===== config.mk =====
export PLATFORM = sky130hd
export DESIGN_NAME = uart_cmd_parser
export DESIGN_NICKNAME = d
export VERILOG_FILES = /design/src/rtl/uart_cmd_parser_pkg.sv /design/src/rtl/uart_cmd_parser_hex_codec.sv /design/src/rtl/uart_cmd_parser.sv
export SDC_FILE = /design/constraint.sdc
export NUM_CORES = 1
export LEC_CHECK = 0
export CAP_MARGIN = 10
export CELL_PAD_IN_SITES_DETAIL_PLACEMENT = 2
export CELL_PAD_IN_SITES_GLOBAL_PLACEMENT = 2
export CORE_MARGIN = 1.5
export CORE_UTILIZATION = 30
export CTS_CLUSTER_SIZE = 16
export DETAILED_ROUTE_END_ITERATION = 12
export PLACE_DENSITY = 0.65
export SLEW_MARGIN = 20
export SYNTH_ARGS = -nofsm -noshare
export SYNTH_HDL_FRONTEND = slang
export SYNTH_SLANG_ARGS = --single-unit

===== constraint.sdc =====
create_clock -name clk -period 2.7 [get_ports clk]
set_input_delay 0.405 -clock clk [delete_from_list [all_inputs] [get_ports clk]]
set_output_delay 0.405 -clock clk [all_outputs]
set_load 0.02 [all_outputs]

===== src/rtl/uart_cmd_parser_pkg.sv =====
// Shared types and ASCII constants for the UART command parser.
package uart_cmd_pkg;

  typedef enum logic [2:0] {
    IDLE,
    POP,
    CLASSIFY,
    EXEC,
    SEND,
    GAP,
    ECHO
  } state_t;

  localparam logic [7:0] CHAR_CR = 8'h0D;
  localparam logic [7:0] CHAR_LF = 8'h0A;
  localparam logic [7:0] CHAR_L  = 8'h4C;
  localparam logic [7:0] CHAR_R  = 8'h52;
  localparam logic [7:0] CHAR_O  = 8'h4F;
  localparam logic [7:0] CHAR_K  = 8'h4B;
  localparam logic [7:0] CHAR_E  = 8'h45;

  // Replies are at most four bytes, so three bits covers 0..4.
  typedef logic [2:0] reply_len_t;

endpackage


===== src/rtl/uart_cmd_parser_hex_codec.sv =====
// Combinational ASCII-hex <-> nibble converter used by both the command
// decoder and the read-back reply path.
module hex_codec (
  input  logic [7:0] ascii_in,
  output logic [3:0] nibble_out,
  output logic       nibble_valid,
  input  logic [3:0] nibble_in,
  output logic [7:0] ascii_out
);

  always_comb begin
    nibble_out   = 4'h0;
    nibble_valid = 1'b0;
    if (ascii_in >= 8'h30 && ascii_in <= 8'h39) begin
      nibble_out   = 4'(ascii_in - 8'h30);
      nibble_valid = 1'b1;
    end else if (ascii_in >= 8'h41 && ascii_in <= 8'h46) begin
      nibble_out   = 4'(ascii_in - 8'h37);
      nibble_valid = 1'b1;
    end else if (ascii_in >= 8'h61 && ascii_in <= 8'h66) begin
      nibble_out   = 4'(ascii_in - 8'h57);
      nibble_valid = 1'b1;
    end
  end

  // Encoding is always uppercase.
  assign ascii_out = (nibble_in < 4'd10) ? (8'h30 + {4'h0, nibble_in})
                                         : (8'h37 + {4'h0, nibble_in});

endmodule


===== src/rtl/uart_cmd_parser.sv =====
// Line-oriented command parser between the UART RX and TX FIFOs (L<hex>, R).
// Define UART_CMD_ECHO_EN to echo each received byte before it is classified.
module uart_cmd_parser
  import uart_cmd_pkg::*;
#(
  parameter int MAX_LEN   = 8,
  parameter int LED_WIDTH = 6
) (
  input  logic                 clk,
  input  logic                 rst_n,
  input  logic                 rx_fifo_empty,
  input  logic [7:0]           rx_fifo_data_out,
  output logic                 rx_fifo_read_en,
  input  logic                 uart_tx_fifo_ready,
  output logic [7:0]           uart_tx_data,
  output logic                 start_uart_tx,
  output logic [LED_WIDTH-1:0] led_value,
  output logic                 cmd_strobe,
  output logic [7:0]           err_count,
  output logic                 busy
);

  localparam int LEN_W = $clog2(MAX_LEN + 1);
  localparam int IDX_W = $clog2(MAX_LEN);

  state_t               state_reg;
  logic [7:0]           rx_byte_reg;
  logic [7:0]           line_buf_reg [MAX_LEN];
  logic [LEN_W-1:0]     len_reg;
  logic                 overflow_reg;
  logic [7:0]           reply_buf_reg [4];
  reply_len_t           reply_len_reg;
  reply_len_t           reply_idx_reg;
  logic                 read_en_reg;
  logic [7:0]           tx_data_reg;
  logic                 start_tx_reg;
  logic [LED_WIDTH-1:0] led_reg;
  logic                 strobe_reg;
  logic [7:0]           err_count_reg;
`ifdef UART_CMD_ECHO_EN
  logic                 echo_reg;
`endif

  // Codec lane gi decodes argument digit gi and encodes LED nibble gi (MSB first).
  logic [3:0] dec_nibble [2];
  logic       dec_valid  [2];
  logic [3:0] enc_nibble [2];
  logic [7:0] enc_ascii  [2];
  logic [7:0] led_byte;

  assign led_byte      = 8'(led_reg);
  assign enc_nibble[0] = led_byte[7:4];
  assign enc_nibble[1] = led_byte[3:0];

  genvar gi;
  generate
    for (gi = 0; gi < 2; gi++) begin : g_codec
      hex_codec u_codec (
        .ascii_in     (line_buf_reg[gi+1]),
        .nibble_out   (dec_nibble[gi]),
        .nibble_valid (dec_valid[gi]),
        .nibble_in    (enc_nibble[gi]),
        .ascii_out    (enc_ascii[gi])
      );
    end
  endgenerate

  logic [7:0] hex_value;
  logic       hex_ok;
  logic       is_led_cmd;
  logic       is_read_cmd;

  assign hex_value   = {dec_nibble[0], dec_nibble[1]};
  assign hex_ok      = dec_valid[0] && dec_valid[1] &&
                       ((32'(hex_value) >> LED_WIDTH) == 32'd0);
  assign is_led_cmd  = (len_reg == LEN_W'(3)) && (line_buf_reg[0] == CHAR_L) && hex_ok;
  assign is_read_cmd = (len_reg == LEN_W'(1)) && (line_buf_reg[0] == CHAR_R);

  always_ff @(posedge clk or negedge rst_n) begin
    if (!rst_n) begin
      state_reg     <= IDLE;
      rx_byte_reg   <= '0;
      len_reg       <= '0;
      overflow_reg  <= 1'b0;
      reply_len_reg <= '0;
      reply_idx_reg <= '0;
      read_en_reg   <= 1'b0;
      tx_data_reg   <= '0;
      start_tx_reg  <= 1'b0;
      led_reg       <= '0;
      strobe_reg    <= 1'b0;
      err_count_reg <= '0;
`ifdef UART_CMD_ECHO_EN
      echo_reg      <= 1'b0;
`endif
      for (int i = 0; i < MAX_LEN; i++) line_buf_reg[i] <= '0;
      for (int i = 0; i < 4; i++) reply_buf_reg[i] <= '0;
    end else begin
      read_en_reg  <= 1'b0;
      start_tx_reg <= 1'b0;
      strobe_reg   <= 1'b0;
      case (state_reg)
        IDLE: begin
          if (!rx_fifo_empty) begin
            rx_byte_reg <= rx_fifo_data_out;
            read_en_reg <= 1'b1;
            state_reg   <= POP;
          end
        end
        POP: begin
`ifdef UART_CMD_ECHO_EN
          state_reg <= (rx_byte_reg == CHAR_LF) ? CLASSIFY : ECHO;
`else
          state_reg <= CLASSIFY;
`endif
        end
`ifdef UART_CMD_ECHO_EN
        ECHO: begin
          // A CR is echoed as CR LF so the terminal moves to a fresh line.
          reply_buf_reg[0] <= rx_byte_reg;
          reply_buf_reg[1] <= CHAR_LF;
          reply_len_reg    <= (rx_byte_reg == CHAR_CR) ? 3'd2 : 3'd1;
          reply_idx_reg    <= '0;
          echo_reg         <= 1'b1;
          state_reg        <= SEND;
        end
`endif
        CLASSIFY: begin
          state_reg <= IDLE;
          if (rx_byte_reg == CHAR_CR) begin
            state_reg <= EXEC;
          end else if (rx_byte_reg != CHAR_LF) begin
            if (len_reg < LEN_W'(MAX_LEN)) begin
              line_buf_reg[len_reg[IDX_W-1:0]] <= rx_byte_reg;
              len_reg <= len_reg + LEN_W'(1);
            end else begin
              overflow_reg <= 1'b1;
            end
          end
        end
        EXEC: begin
          len_reg       <= '0;
          overflow_reg  <= 1'b0;
          reply_idx_reg <= '0;
          reply_len_reg <= 3'd4;
          reply_buf_reg[2] <= CHAR_CR;
          reply_buf_reg[3] <= CHAR_LF;
          state_reg     <= SEND;
          if (!overflow_reg && len_reg == '0) begin
            state_reg <= IDLE;
          end else if (!overflow_reg && is_led_cmd) begin
            led_reg          <= LED_WIDTH'(hex_value);
            strobe_reg       <= 1'b1;
            reply_buf_reg[0] <= CHAR_O;
            reply_buf_reg[1] <= CHAR_K;
          end else if (!overflow_reg && is_read_cmd) begin
            strobe_reg       <= 1'b1;
            reply_buf_reg[0] <= enc_ascii[0];
            reply_buf_reg[1] <= enc_ascii[1];
          end else begin
            reply_buf_reg[0] <= CHAR_E;
            reply_buf_reg[1] <= CHAR_R;
            if (err_count_reg != 8'hFF) err_count_reg <= err_count_reg + 8'd1;
          end
        end
        SEND: begin
          if (uart_tx_fifo_ready) begin
            tx_data_reg   <= reply_buf_reg[reply_idx_reg[1:0]];
            start_tx_reg  <= 1'b1;
            reply_idx_reg <= reply_idx_reg + 3'd1;
            state_reg     <= GAP;
          end
        end
        GAP: begin
          if (reply_idx_reg < reply_len_reg) begin
            state_reg <= SEND;
`ifdef UART_CMD_ECHO_EN
          end else if (echo_reg) begin
            echo_reg  <= 1'b0;
            state_reg <= CLASSIFY;
`endif
          end else begin
            state_reg <= IDLE;
          end
        end
        default: state_reg <= IDLE;
      endcase
    end
  end

  assign rx_fifo_read_en = read_en_reg;
  assign uart_tx_data    = tx_data_reg;
  assign start_uart_tx   = start_tx_reg;
  assign led_value       = led_reg;
  assign cmd_strobe      = strobe_reg;
  assign err_count       = err_count_reg;
  assign busy            = (state_reg != IDLE);

endmodule


## Yosys cells after proc, flatten, opt, wreduce, memory -nomap -nowiden

Cells that the tools add are included.

- Div/mod/pow operators: 0
- Eq/ne operators: 18
- Mux-type cells: 46
- Order comparisons: 19
- Reduce and logical (&&, ||, !) cells: 32
- Shift-type cells: 0
- Multiply operators: 0
- Bitwise operators: 7
- Add/subtract/negate cells: 13

Operator list:

| operator | count |
|---|---|
| $bwmux W64 | 1 |
| $mux W8 | 5 |
| $mux W4 | 9 |
| $ge A8 B7 Y1 const B | 4 |
| $le A8 B7 Y1 const B | 4 |
| $logic_not A32 Y1 | 1 |
| $mux W16 | 2 |
| $demux W8 S3 | 1 |
| $pmux W3 S6 | 1 |
| $mux W1 | 17 |
| $bmux W8 S2 | 1 |
| $eq A8 B7 Y1 const B | 2 |
| $ge A8 B6 Y1 const B | 2 |
| $le A8 B6 Y1 const B | 2 |
| $sub A4 B3 Y4 const B | 4 |
| $logic_and A1 B1 Y1 | 15 |
| $mux W3 | 5 |
| $add A6 B2 Y7 const A | 2 |
| $add A6 B4 Y7 const A | 2 |
| $ne A2 B2 Y1 const B | 6 |
| $reduce_and A4 Y1 | 3 |
| $reduce_and A2 Y1 | 5 |
| $add A8 B1 Y8 const B | 1 |
| $eq A8 B4 Y1 const B | 1 |
| 30 further kinds | 39 |

- Latch bits: 0
- Register bits after elaboration: 127
- Memories: 0
- Output and inout bits: 26
- Memory bits (writable): 0
- Bits of input ports: 12
- Memory bits (read-only): 0
- Logic and storage cells: 159

## Logic depth before layout (Yosys ltp)

Gate-level depths: netlist of the first run.

- Depth in word-level cells: 12
- Mapped depth: 8
- Gate-level depth less buffers: 7

## Hierarchy

From an unflattened synthesis of the first run, not the netlist that was laid out.

- Cells, all modules: 362
- Area, all modules: 4250.3 µm²

Modules (own cells, without submodules):

| module | area an instance (µm²) | cells an instance | sequential area each (µm²) | times used |
|---|---|---|---|---|
| uart_cmd_parser | 3722.3 | 288 | 2127.0 | 1 |
| hex_codec | 264.0 | 37 | 0.0 | 2 |

## Least setup slack after synthesis of the first run

OpenSTA, ideal clock, no wires.

- Kind: reg-to-reg
- Start: register line_buf_reg[40] in the netlist's numbering
- End: register led_reg[2] (netlist: led_value[2])
- Setup time: 0.125 ns
- Data arrival time: 2.213 ns
- Setup slack: 0.362 ns
- Stages on the path, launching flop included: 9
- Path buffers: 1
- Clock period less this slack: 2.338 ns
- Required time: 2.575 ns
- Cells stage by stage: dfrtp_1 -> inv_1 -> ha_1 -> o21bai_1 -> a2111oi_2 -> o2111ai_2 -> or2_0 -> buf_6 -> mux2_4

- Word-level cells in the longest chain between the ends: 10
- Elaborated cells between the ends (all ways): 23
- Those cells by class: add/sub: 3; order compare: 6; mux: 6; reduce/logical: 8

Ends and longest elaborated chain:

| item | line | RTL |
|---|---|---|
| from (decl) | uart_cmd_parser.sv:28 | `logic [7:0] line_buf_reg [MAX_LEN];` |
| from (signal, indexed assignment) | uart_cmd_parser.sv:134 | `line_buf_reg[len_reg[IDX_W-1:0]] <= rx_byte_reg;` |
| $ge A8 B7 Y1 or $le A8 B7 Y1 (tied branches) | uart_cmd_parser_hex_codec.sv:20 | `end else if (ascii_in >= 8'h61 && ascii_in <= 8'h66) begin` |
| $logic_and A1 B1 Y1 | uart_cmd_parser_hex_codec.sv:20 |  |
| $mux W1 | uart_cmd_parser_hex_codec.sv:20 |  |
| $mux W1 | uart_cmd_parser_hex_codec.sv:17 | `end else if (ascii_in >= 8'h41 && ascii_in <= 8'h46) begin` |
| $mux W1 | uart_cmd_parser_hex_codec.sv:14 | `if (ascii_in >= 8'h30 && ascii_in <= 8'h39) begin` |
| $logic_and A1 B1 Y1 (2 in a row) | uart_cmd_parser.sv:74 | `assign hex_ok = dec_valid[0] && dec_valid[1] &&` |
| $logic_and A1 B1 Y1 | uart_cmd_parser.sv:76 | `assign is_led_cmd = (len_reg == LEN_W'(3)) && (line_buf_reg[0] == CHAR_L) && hex_ok;` |
| $logic_and A1 B1 Y1 | uart_cmd_parser.sv:151 | `end else if (!overflow_reg && is_led_cmd) begin` |
| $reduce_and A3 Y1 (no source line) | n/a |  |
| to (signal assigned) | uart_cmd_parser.sv:152 | `led_reg <= LED_WIDTH'(hex_value);` |
| to (decl) | uart_cmd_parser.sv:37 | `logic [LED_WIDTH-1:0] led_reg;` |

Parallel ways exist; a longest one is shown, timed or not.
A chain may end at the register's enable or synchronous reset.

## Worst setup path in the final report of the first run

- Start: register line_buf_reg[40] in the netlist's numbering
- End: register reply_buf_reg[20] in the netlist's numbering

- Word-level cells in the longest chain between the ends: 10
- Elaborated cells between the ends (all ways): 17
- Those cells by class: order compare: 6; mux: 4; reduce/logical: 7

Ends and longest elaborated chain:

| item | line | RTL |
|---|---|---|
| $ge A8 B7 Y1 or $le A8 B7 Y1 (tied branches) | uart_cmd_parser_hex_codec.sv:20 |  |
| $logic_and A1 B1 Y1 | uart_cmd_parser_hex_codec.sv:20 |  |
| $mux W1 | uart_cmd_parser_hex_codec.sv:20 |  |
| $mux W1 | uart_cmd_parser_hex_codec.sv:17 |  |
| $mux W1 * | uart_cmd_parser_hex_codec.sv:14 |  |
| $logic_and A1 B1 Y1 * (2 in a row) | uart_cmd_parser.sv:74 |  |
| $logic_and A1 B1 Y1 * | uart_cmd_parser.sv:76 |  |
| $logic_and A1 B1 Y1 * | uart_cmd_parser.sv:151 |  |
| $mux W16 * | uart_cmd_parser.sv:151 |  |
| to (decl) | uart_cmd_parser.sv:31 | `logic [7:0] reply_buf_reg [4];` |

Mark *: on every way between the ends. The rest lies on a longest branch, timed or not.

==> key figures, run 1 <==
Yosys
  – Asr flop ratio synth: 100%
  – Synth warn: 0
  – Netlist Area Pre-Place: 0.00377 sq mm
  – Mapped Nets: 358
  – Yosys reg bits: 80
  – Syn Inst Count: 335
  – Post-synth EDFFs: 0
  – Avg Cell Area, Syn: 11.3 sq um
  – Post-synthesis sequential area ratio: 53.1%
  – Netlist cell types: 54
  – Top_reg_cell synth: dfrtp_1

Critical path
  – CP Data Required Time: 2.93 ns
  – Worst R2R Setup Slack: 0.31 ns
  – Crit path max fanout: 5
  – Worst Path Arrival: 2.62 ns
  – Crit path from: line_buf_reg[40]
  – FF-to-FF Start: line_buf_reg[40]
  – Crit path launch type: flip-flop
  – Worst Reg-to-Reg Cells: 8
  – Critical R2R Capture: reply_buf_reg[20]
  – Critical path class: reg -> reg
  – Crit. End Element: flip-flop
  – Crit path to: reply_buf_reg[20]

CTS
  – Clock Path Buffers: 2
  – CTS sink cnt: 80
  – Htree depth: 3
  – CTS tree: built
  – # hold bufs at CTS: 0
  – CTS buffer count: 9
  – Root Buffer: clkbuf_16
  – Post-CTS Repair Setup Buffers: 0
  – Worst-path clk slew: 0.06 ns
  – Clock Latency Late Sink: 0.35 ns
  – Post-CTS Resized: 0

STA
  – Fin. max-slew vios: 0
  – Max Fclk: 0.418 GHz
  – Clock Skews: 0.00525 ns
  – Worst-Margin Slew: 0.755 ns
  – Final period util: 88.6%
  – Period minus WS final: 2.39 ns
  – Worst slew margin: 49.6%
  – Fin worst setup slack: 0.309 ns
  – Count of final hold-check violations: 0
  – RSZ-0062 raised after global routing: false
  – WHS: 0.114 ns
  – Setup TNS: 0 ns
  – Finish-stage setup viols: 0

Global routing
  – First-pass GRT wire length: 15.5 mm
  – Largest net degree at the start of global routing: 81
  – Gr usage total: 15.5%
  – Antenna violations before repair: 0
  – Gr ovfl total: 0
  – Vias in the first global route: 2931

Drt
  – DR WL met3: 234 microns
  – DRC: 0
  – DR WL/cell: 16.7 microns
  – Met1 wire length: 4.20 mm
  – Number of DRC markers in iteration 0: 68
  – Antenna viol nets, final: 0
  – WL met2: 4.59 mm
  – Total Wirelength: 9.16 mm
  – Via count: 2660
  – Top Layer Used: met4
  – Drt pass-1 iters: 4
  – Vias per cell: 4.84

Floorplan
  – Die Height: 115 microns
  – Die width: 115 microns
  – FP Rows: 40
  – Starting density of the core: 31.0%
  – Core Area: 0.0122 sq mm
  – Die area: 0.0133 sq mm
  – Top Ports: 38

Pwr
  – P per Cell Area: 1050 mW/mm^2
  – Lkg Pwr: 2.05 nW
  – Max VDD drop: 0.447 mV
  – Design Power: 4.87 mW

Final layout
  – Design area: 0.00466 sq mm
  – Layout cells sized above 1: 18.6%
  – Ant diodes: 0
  – Max reg flops: 24
  – Final #Nets: 402
  – Fillers: 1287
  – P&R area growth vs syn: 23.5%

Hold path
  – Worst hold-check path type: in -> async

Status
  – Outcome: finished, final reports clean

Flow run
  – Max Cap Viol: 0

Place
  – Placed cell area: 0.00436 sq mm
  – Number of port buffers: 36
  – Dpl ws: 0.301 ns
  – Post-DP HPWL: 6.53 mm
  – Gpl congestion: 0.738
[layer usage]
| metal | up-vias | global-route usage, % |
|---|---|---|
| met2 | 30 | 26.9 |
| met1 | 1363 | 18.3 |
| met4 | 0 | 4.44 |
| met3 | 9 | 5.22 |
| met5 | - | 0 |
| li1 | 1258 | - |
[cell families (layout without fill, tap and decap cells)]
logic type / after synthesis / count (layout) / synth area share, %
AO/OA/AOI/OAI: 56 / 56 / 10.3
other: 1 / 1 / 0.0994
AND/OR/NAND/NOR: 103 / 103 / 13.9
XOR/XNOR: 12 / 12 / 2.79
buffers and inverters: 29 / 76 / 3.25
adder cells (fa/ha/maj): 11 / 11 / 3.65
flip-flops: 80 / 80 / 53.1
multiplexers: 43 / 43 / 12.9
[report_power, final]
part           total, mW  switching, mW  leakage (nW)  internal, mW
sequential          2.08          0.453          1.01          1.63
combinational       1.56          0.760         0.891         0.799
clock               1.23          0.475         0.143         0.754
[stage by stage]
| stage | utilization, % | std cells |
|---|---|---|
| after floorplan | - | 335 |
| after global placement | 35.9 | 536 |
| after detailed placement | 35.9 | 536 |
| after CTS | 38.3 | 550 |
| after global routing | 38.3 | 550 |
| final | 38.3 | 550 |
[critical path, stage by stage (launching register included)]
cell       delay, ns
dfrtp_1         0.43
inv_1           0.12
ha_1            0.20
o21bai_1        0.09
a2111oi_2       0.54
o2111ai_2       0.19
or2_0           0.36
buf_4           0.22
o221a_2         0.12
[cell usage in the layout, fill, tap and decap left out, drive strengths merged, types with 6 or more instances in the layout]
master         Yosys  final
o21ai             14     14
clkbuf            11     11
clkdlybuf4s50      0     35
a21oi             14     14
dfrtp             80     80
inv               14     14
ha                11     11
buf                4     13
xnor2              9      9
nor2              27     27
nand2             31     31
nand3              9      9
mux2              37     37
mux2i              6      6
and3               6      6
[synthesized netlist by cell type, types with 4 or more instances]
| cell | count | area share (%) |
|---|---|---|
| clkbuf_1 | 11 | 1.1 |
| inv_1 | 14 | 1.4 |
| and3_1 | 6 | 1.0 |
| nand3_1 | 9 | 1.2 |
| nand2b_1 | 4 | 0.66 |
| mux2i_1 | 6 | 1.6 |
| mux2_2 | 34 | 10 |
| o31ai_1 | 4 | 0.80 |
| nand2_1 | 31 | 3.1 |
| ha_1 | 11 | 3.6 |
| o21ai_0 | 14 | 1.9 |
| xnor2_1 | 9 | 2.1 |
| a21oi_1 | 14 | 1.9 |
| a31oi_1 | 4 | 0.66 |
| dfrtp_1 | 80 | 53 |
| nand3b_1 | 4 | 0.80 |
| nor2_1 | 27 | 2.7 |
[area by class of cell]
| class | instances | area [sq um] | area share, % |
|---|---|---|---|
| Multi-Input combinational cell | 226 | 1650 | 35.4 |
| Tap cell | 168 | 210 | 4.51 |
| Clock buffer | 11 | 253 | 5.42 |
| Sequential cell | 80 | 2000 | 43.0 |
| Clock inverter | 3 | 42.5 | 0.913 |
| Inverter | 14 | 52.6 | 1.13 |
| Timing Repair Buffer | 48 | 452 | 9.69 |
[worst min path at each step]
stage	to	slack, ns	cells past startpoint
2_1_floorplan	cmd_strobe	0.11	0
5_1_grt	state_reg[0]	0.16	1
3_3_place_gp	uart_tx_data[3]	0.46	2
3_5_place_dp	reply_len_reg[2]	0.47	2
6_report	state_reg[0]	0.11	1
4_1_cts	state_reg[0]	0.29	1
Note: power is estimated with default switching activity, not from simulation.
==> inputs of run 2 (changes only) <==
CAP_MARGIN = not set   (was 10)
CTS_CLUSTER_DIAMETER = 50   (was not set)
==> results of run 2 <==
Final layout, timing and power as in run 1 (identical DEF).
